--- config.mk ---
export PLATFORM = sky130hd
export DESIGN_NAME = lfsr_stream_gen
export DESIGN_NICKNAME = d
export VERILOG_FILES = /design/src/rtl/lfsr_stream_gen.sv
export SDC_FILE = /design/constraint.sdc
export NUM_CORES = 1
export LEC_CHECK = 0
export ABC_AREA = 0
export CORE_MARGIN = 4
export CORE_UTILIZATION = 49
export CTS_CLUSTER_SIZE = 20
export DETAILED_ROUTE_END_ITERATION = 12
export HOLD_SLACK_MARGIN = 0.12
export MAX_ROUTING_LAYER = met4
export PLACE_DENSITY_LB_ADDON = 0.1
export SYNTH_ARGS = -nofsm -noshare
export SYNTH_HDL_FRONTEND = slang
export SYNTH_SLANG_ARGS = --single-unit
export TNS_END_PERCENT = 100
--- constraint.sdc ---
create_clock -name clock -period 1.9 [get_ports clock]
set_input_delay 0.19 -clock clock [delete_from_list [all_inputs] [get_ports clock]]
set_output_delay 0.19 -clock clock [all_outputs]
set_load 0.01 [all_outputs]
--- src/rtl/lfsr_stream_gen.sv ---
// Parametrised Galois LFSR pattern source with optional de Bruijn extension and an
// independent LSB-first snapshot serializer. Define LFSR_PERIOD_CHECK_EN to add period_wrap.
module lfsr_stream_gen #(
    parameter int unsigned      WIDTH        = 8,
    parameter logic [WIDTH-1:0] TAPS         = WIDTH'(8'h1D),
    parameter bit               EXTEND       = 1'b1,
    parameter logic [WIDTH-1:0] SEED_DEFAULT = WIDTH'(8'h01)
) (
    input  logic             clock,
    input  logic             reset,
    input  logic             seed_load,
    input  logic [WIDTH-1:0] seed,
    input  logic             enable,
    input  logic             out_enable,
    input  logic             out_ready,
    output logic [WIDTH-1:0] lfsr_state,
    output logic             out_bit,
    output logic             out_valid,
    output logic             out_last,
    output logic             busy
`ifdef LFSR_PERIOD_CHECK_EN
    ,
    output logic             period_wrap
`endif
);

    localparam int unsigned CW = $clog2(WIDTH);

    typedef enum logic {
        S_IDLE   = 1'b0,
        S_SERIAL = 1'b1
    } ser_state_e;

    // ------------------------------------------------------------------
    // LFSR core
    // ------------------------------------------------------------------
    logic [WIDTH-1:0] lfsr_q;
    logic [WIDTH-1:0] lfsr_d;
    logic [WIDTH-1:0] step_n;
    logic             fb;

    // The extension term flips feedback when only the MSB (or nothing) is set,
    // splicing the all-zero state between 10..0 and the tap pattern.
    always_comb begin
        fb = lfsr_q[WIDTH-1];
        if (EXTEND) begin
            fb = fb ^ ~|lfsr_q[WIDTH-2:0];
        end
        step_n[0] = fb;
        for (int i = 1; i < WIDTH; i++) begin
            step_n[i] = lfsr_q[i-1] ^ (TAPS[i] & fb);
        end
    end

    always_comb begin
        lfsr_d = lfsr_q;
        if (seed_load) begin
            lfsr_d = seed;
        end else if (enable) begin
            lfsr_d = step_n;
        end
    end

    always_ff @(posedge clock or negedge reset) begin
        if (!reset) begin
            lfsr_q <= SEED_DEFAULT;
        end else begin
            lfsr_q <= lfsr_d;
        end
    end

    assign lfsr_state = lfsr_q;

    // ------------------------------------------------------------------
    // Snapshot serializer
    // Handshake: a bit moves on every rising edge where out_valid & out_ready;
    // while out_valid is high and out_ready low, out_bit/out_last are held stable,
    // and out_valid never drops without a transfer (except on reset).
    // ------------------------------------------------------------------
    ser_state_e       state_q;
    logic [WIDTH-1:0] shreg_q;
    logic [CW-1:0]    cnt_q;
    logic             busy_q;
    logic             last_bit;

    assign last_bit = (cnt_q == CW'(WIDTH - 1));

    always_ff @(posedge clock or negedge reset) begin
        if (!reset) begin
            state_q <= S_IDLE;
            shreg_q <= '0;
            cnt_q   <= '0;
            busy_q  <= 1'b0;
        end else begin
            case (state_q)
                S_IDLE: begin
                    // Snapshot is the pre-edge LFSR value, independent of seed/step this edge.
                    if (out_enable) begin
                        shreg_q <= lfsr_q;
                        cnt_q   <= '0;
                        state_q <= S_SERIAL;
                        busy_q  <= 1'b1;
                    end
                end
                S_SERIAL: begin
                    if (out_ready) begin
                        shreg_q <= shreg_q >> 1;
                        if (last_bit) begin
                            cnt_q   <= '0;
                            state_q <= S_IDLE;
                            busy_q  <= 1'b0;
                        end else begin
                            cnt_q <= cnt_q + CW'(1);
                        end
                    end
                end
                default: begin
                    state_q <= S_IDLE;
                    busy_q  <= 1'b0;
                end
            endcase
        end
    end

    assign out_valid = (state_q == S_SERIAL);
    assign out_bit   = out_valid & shreg_q[0];
    assign out_last  = out_valid & last_bit;
    assign busy      = busy_q;

`ifdef LFSR_PERIOD_CHECK_EN
    // ------------------------------------------------------------------
    // Period monitor: flags a step that lands back on the last loaded seed
    // ------------------------------------------------------------------
    logic [WIDTH-1:0] ref_q;
    logic             wrap_q;

    always_ff @(posedge clock or negedge reset) begin
        if (!reset) begin
            ref_q  <= SEED_DEFAULT;
            wrap_q <= 1'b0;
        end else begin
            wrap_q <= 1'b0;
            if (seed_load) begin
                ref_q <= seed;
            end else if (enable && (step_n == ref_q)) begin
                wrap_q <= 1'b1;
            end
        end
    end

    assign period_wrap = wrap_q;
`endif

endmodule

Word level (Yosys, flattened, before mapping)
Cells that the tools add are included.
{"block": "word_totals", "output_inout_bits": 12, "elab_cells": 39, "ff_bits": 21, "in_bits": 14}
{"block": "classes", "reduce_logical": 5, "mux": 17, "bitwise": 7, "addsub": 1, "n_eq_ne": 4}
{"operator": "8-bit 2-to-1 mux", "count": 4}
{"operator": "8-bit one-hot mux with 2 select lines", "count": 1}
{"operator": "3-bit 2-to-1 mux", "count": 3}
{"operator": "7-bit OR reduction", "count": 1}
{"operator": "1-bit 2-to-1 mux", "count": 6}
{"operator": "3-bit one-hot mux with 2 select lines", "count": 1}
{"operator": "2-bit inequality test, second input constant", "count": 2}
{"operator": "1-bit one-hot mux with 2 select lines", "count": 2}
{"operator": "1-bit XOR", "count": 4}
{"operator": "3-bit by 1-bit adder with 3-bit output, second input constant", "count": 1}
{"operator": "3-bit == test, second input constant", "count": 1}
{"operator": "3-bit AND reduction", "count": 1}
{"operator": "1-bit AND", "count": 2}
{"operator": "2-bit by 1-bit inequality test with 1-bit output, second input constant", "count": 1}
{"operator": "2-bit AND reduction", "count": 1}
{"operator": "2-bit nonzero test", "count": 1}
{"operator": "1-bit zero test", "count": 1}
{"operator": "1-bit NOT", "count": 1}

Longest topological paths before layout
{"block": "depth", "depth_word": 6, "ltp_mapped": 5, "mapped_depth_nobuf": 5}

Worst setup path before layout
Ideal clock, no wire load.
{"block": "synth_path", "path_kind": "reg-to-reg", "startpoint": "reg cnt_q[0]", "endpoint": "reg cnt_q[2]", "synth_period_minus_slack_ps": 1370, "t_arrival_ps": 1249, "path_slack_ps": 530, "stages_incl_launch_ff": 5, "n_path_buf": 0, "setup_ps": 121, "cell_sequence": "dfrtp_1 > ha_1 > ha_1 > mux2_2 > a22o_1"}
{"block": "synth_between", "elab_chain_len": 4, "elab_cells_between_ends": 5, "cone_classes": "add/sub (1); eq/ne (1); mux (3)"}
{"item": "start: declaration", "line": "82", "source": "logic [CW-1:0] cnt_q;"}
{"item": "start signal: assignment", "line": "113", "source": "cnt_q <= cnt_q + CW'(1);"}
{"item": "3-bit by 1-bit adder with 3-bit output / 3-bit == test (equally long branches)", "line": "113, 86"}
{"item": "3-bit 2-to-1 mux *", "line": "108", "source": "if (last_bit) begin"}
{"item": "3-bit 2-to-1 mux *", "line": "106", "source": "if (out_ready) begin"}
{"item": "3-bit one-hot mux with 2 select lines *", "line": "95", "source": "case (state_q)"}
Mark *: on every way between the ends. The rest lies on a longest branch, timed or not. The select of a mux whose other input is x is not followed.
A chain may end at the register's enable or synchronous reset.

Worst setup path in the final report
{"block": "layout_path", "startpoint": "reg cnt_q[0]", "endpoint": "out out_last"}
{"block": "layout_between", "elab_chain_len": 2}
{"item": "3-bit == test", "line": "86", "source": "assign last_bit = (cnt_q == CW'(WIDTH - 1));"}
{"item": "1-bit AND", "line": "127", "source": "assign out_last = out_valid & last_bit;"}
{"item": "end: declaration", "line": "19", "source": "output logic out_last,"}
No other way between the ends.

==> impl_metrics.json <==
{
  "pwr_density_cell_nw_per_um2": 999,
  "clkTransAtPathRegs_ns": 0.11,
  "vias_per_cell": 5.60,
  "yosysWarnings": 0,
  "crit_top_cell": "ha_1",
  "grt_max_degree": 22,
  "tightest_slew_ns": 0.449,
  "synth_ff_type": "dfrtp_1",
  "cts_root_buffer": "clkbuf_4",
  "h-tree-depth": 1,
  "max_stage_delay_ns": 0.41,
  "switching_power_uw": 517,
  "fin_util_pct": 67.1,
  "pwr-share-seq_pct": 46.8,
  "total_power_mw": 1.53,
  "drc": 0,
  "yosysMostFrequentCell": "dfrtp_1",
  "diodes": 0,
  "drtIter0Drc": 13,
  "cp.buffers_inverters": 1,
  "hold_viol": 0,
  "antenna_found_initial": 0,
  "cp_top_family": "adder cells",
  "cts_tree": "built",
  "fin_skew_ns": 0.00128,
  "syn-num-nets": 133,
  "post-route-worst-setup-slack_ns": 0.128,
  "finalSetupTns_ns": 0,
  "core-area_um2": 2280,
  "hold_ws_ns": 0.220,
  "r2r_slack_ns": 0.47,
  "max_freq_mhz": 564,
  "grt.overflow.total": 0,
  "final_cell_area_um2": 1530,
  "combPwrFrac_pct": 39.2,
  "dp_slack_ns": 0.191,
  "finalCritPeriodShare_pct": 93.2,
  "nets": 163,
  "worstPathMaxFanout": 4,
  "synth.top_cells.by_count": "dfrtp_1, mux2i_1, a211oi_1, a21oi_1",
  "cts_buffer_depth": 2,
  "p_int_mw": 1.01,
  "end_kind": "output pin",
  "critical_path_class": "reg -> out",
  "dr.pass1.iters": 4,
  "drtAntennaViolNets": 0,
  "yosys.cell_types.count": 32,
  "rsz0062_at_grt": "false",
  "slowest_stage": "dfrtp_1",
  "crit_required_ns": 1.71,
  "ys_seq_area_share_pct": 44.0,
  "critPathLaunchType": "register",
  "grt_pass1_wl_mm": 4.35,
  "fin_cells": 174,
  "yosys.area.top_type": "dfrtp_1",
  "synth-seq-cells": 21,
  "synth_edf_count": 0,
  "dieArea_um2": 3300,
  "slew_viol_final": 0,
  "vdd_drop_max_uv": 590,
  "max_cap_violations": 0,
  "nFillCells": 181,
  "finalWeightedCongestion": 0.878,
  "wl_mm": 2.53,
  "grt_pass1_vias": 1037,
  "power_leakage_nw": 0.668,
  "routedWlPerCell_um": 14.5,
  "areaGrowthSynthToFinish_pct": 27.5,
  "io_pins": 26,
  "port_buffers": 25,
  "hold_path.class": "in -> async",
  "status": "completed",
  "dpl_cell_area_um2": 1490,
  "dp.cells": 169,
  "dpl.hpwl_mm": 1.86,
  "synth_area_leaders": "dfrtp_1, mux2i_1, a211oi_1, a21oi_1, nor2b_1",
  "swShare_pct": 33.9,
  "arrival_ns": 1.58,
  "fin_crit_ns": 1.77,
  "numCtsBuffers": 3,
  "clkLatencyLatePin_ns": 0.30,
  "syn_inst": 117,
  "avgSynthCellArea_um2": 10.2,
  "worstPathCellList": "ha_1 -> ha_1 -> and2_1 -> dlygate4sd2_1",
  "cts_num_sinks": 21,
  "hold_buffers": 0,
  "die_y_um": 57.4,
  "vias": 974,
  "maxSlewHeadroom_pct": 70.0,
  "layout-drive-gt1-share_pct": 11.6,
  "rows": 17,
  "grt_usage_pct": 17.4,
  "setup_viol": 0,
  "synth_async_sr_flop_share_pct": 100,
  "synth_top_area_share_pct": 41.8,
  "initial_core_util_pct": 52.6,
  "syn-cell-area_um2": 1200,
  "chipWidth_um": 57.4,
  "p_clk_share_pct": 13.9
}
power groups by stage:
stage,combinational (mW),clock (mW),sequential (mW)
after floorplan,0.362,0,0.704
after CTS,0.606,0.221,0.716
after detailed placement,0.587,0,0.728
final,0.598,0.212,0.715
after global placement,0.564,0,0.723
after global routing,0.665,0.252,0.739
placed cells by master, fill, tap and decap left out, types with 2 or more instances in the layout:
| cell | count |
|---|---|
| a211oi_1 | 10 |
| a21oi_1 | 10 |
| a22o_1 | 2 |
| and2_1 | 2 |
| buf_4 | 7 |
| clkbuf_4 | 3 |
| clkdlybuf4s50_1 | 24 |
| dfrtp_1 | 20 |
| ha_1 | 2 |
| mux2i_1 | 15 |
| nand2_1 | 8 |
| nand2b_1 | 2 |
| nand3_1 | 2 |
| nand3b_1 | 2 |
| nor2_1 | 3 |
| nor2b_1 | 8 |
| nor3_1 | 3 |
| nor3b_1 | 2 |
| o21ai_0 | 7 |
flip-flops by register name (all words and copies together) (netlist names):
| signal | count |
|---|---|
| busy | 1 |
| cnt_q | 3 |
| out_valid | 1 |
| shreg_q | 8 |
| lfsr_state | 8 |
path summary, 6_finish.rpt:
kind | from | endpoint | cells past startpoint
setup / recovery | cnt_q[0] | out_last | 4
hold / removal | reset | shreg_q[6] | 2
setup reg to reg | cnt_q[0] | cnt_q[2] | 4
hold reg to reg | shreg_q[7] | shreg_q[7] | 1
max in group asynchronous | reset | lfsr_state[0] | 2
min in group clock | seed[6] | lfsr_state[6] | 3
layer usage:
layer  wire length, um  vias to the layer above  track usage [%]
li1                  -                      489                -
met1              1130                      454             19.0
met2              1260                       27             29.5
met3               114                        4             3.85
met4                31                        0             8.61
met5                 0                        -                -
cell families after synthesis:
kind of cell / Yosys count / share of synthesized area [%]
simple gates: 37 / 19.3
fa+ha+maj: 2 / 2.09
flops: 21 / 44.0
mux: 17 / 14.4
compound gates: 32 / 17.0
buf+inv: 8 / 3.13
timing repair:
action / 4_1_cts / 5_1_grt
resized for setup: 1 / 0
buffers inserted: 1 / 0
setup endpoints to repair: 1 / 0
layout make-up:
cell class                 instances  area [um2]  area share [%]
multi-input combinational         88         633            41.5
sequential                        21         527            34.5
tap                               28        35.0            2.30
clock buffer                       4        26.3            1.72
timing repair buffer              32         302            19.8
inverter                           1        3.75           0.246
(Power assumes the default switching activity.)
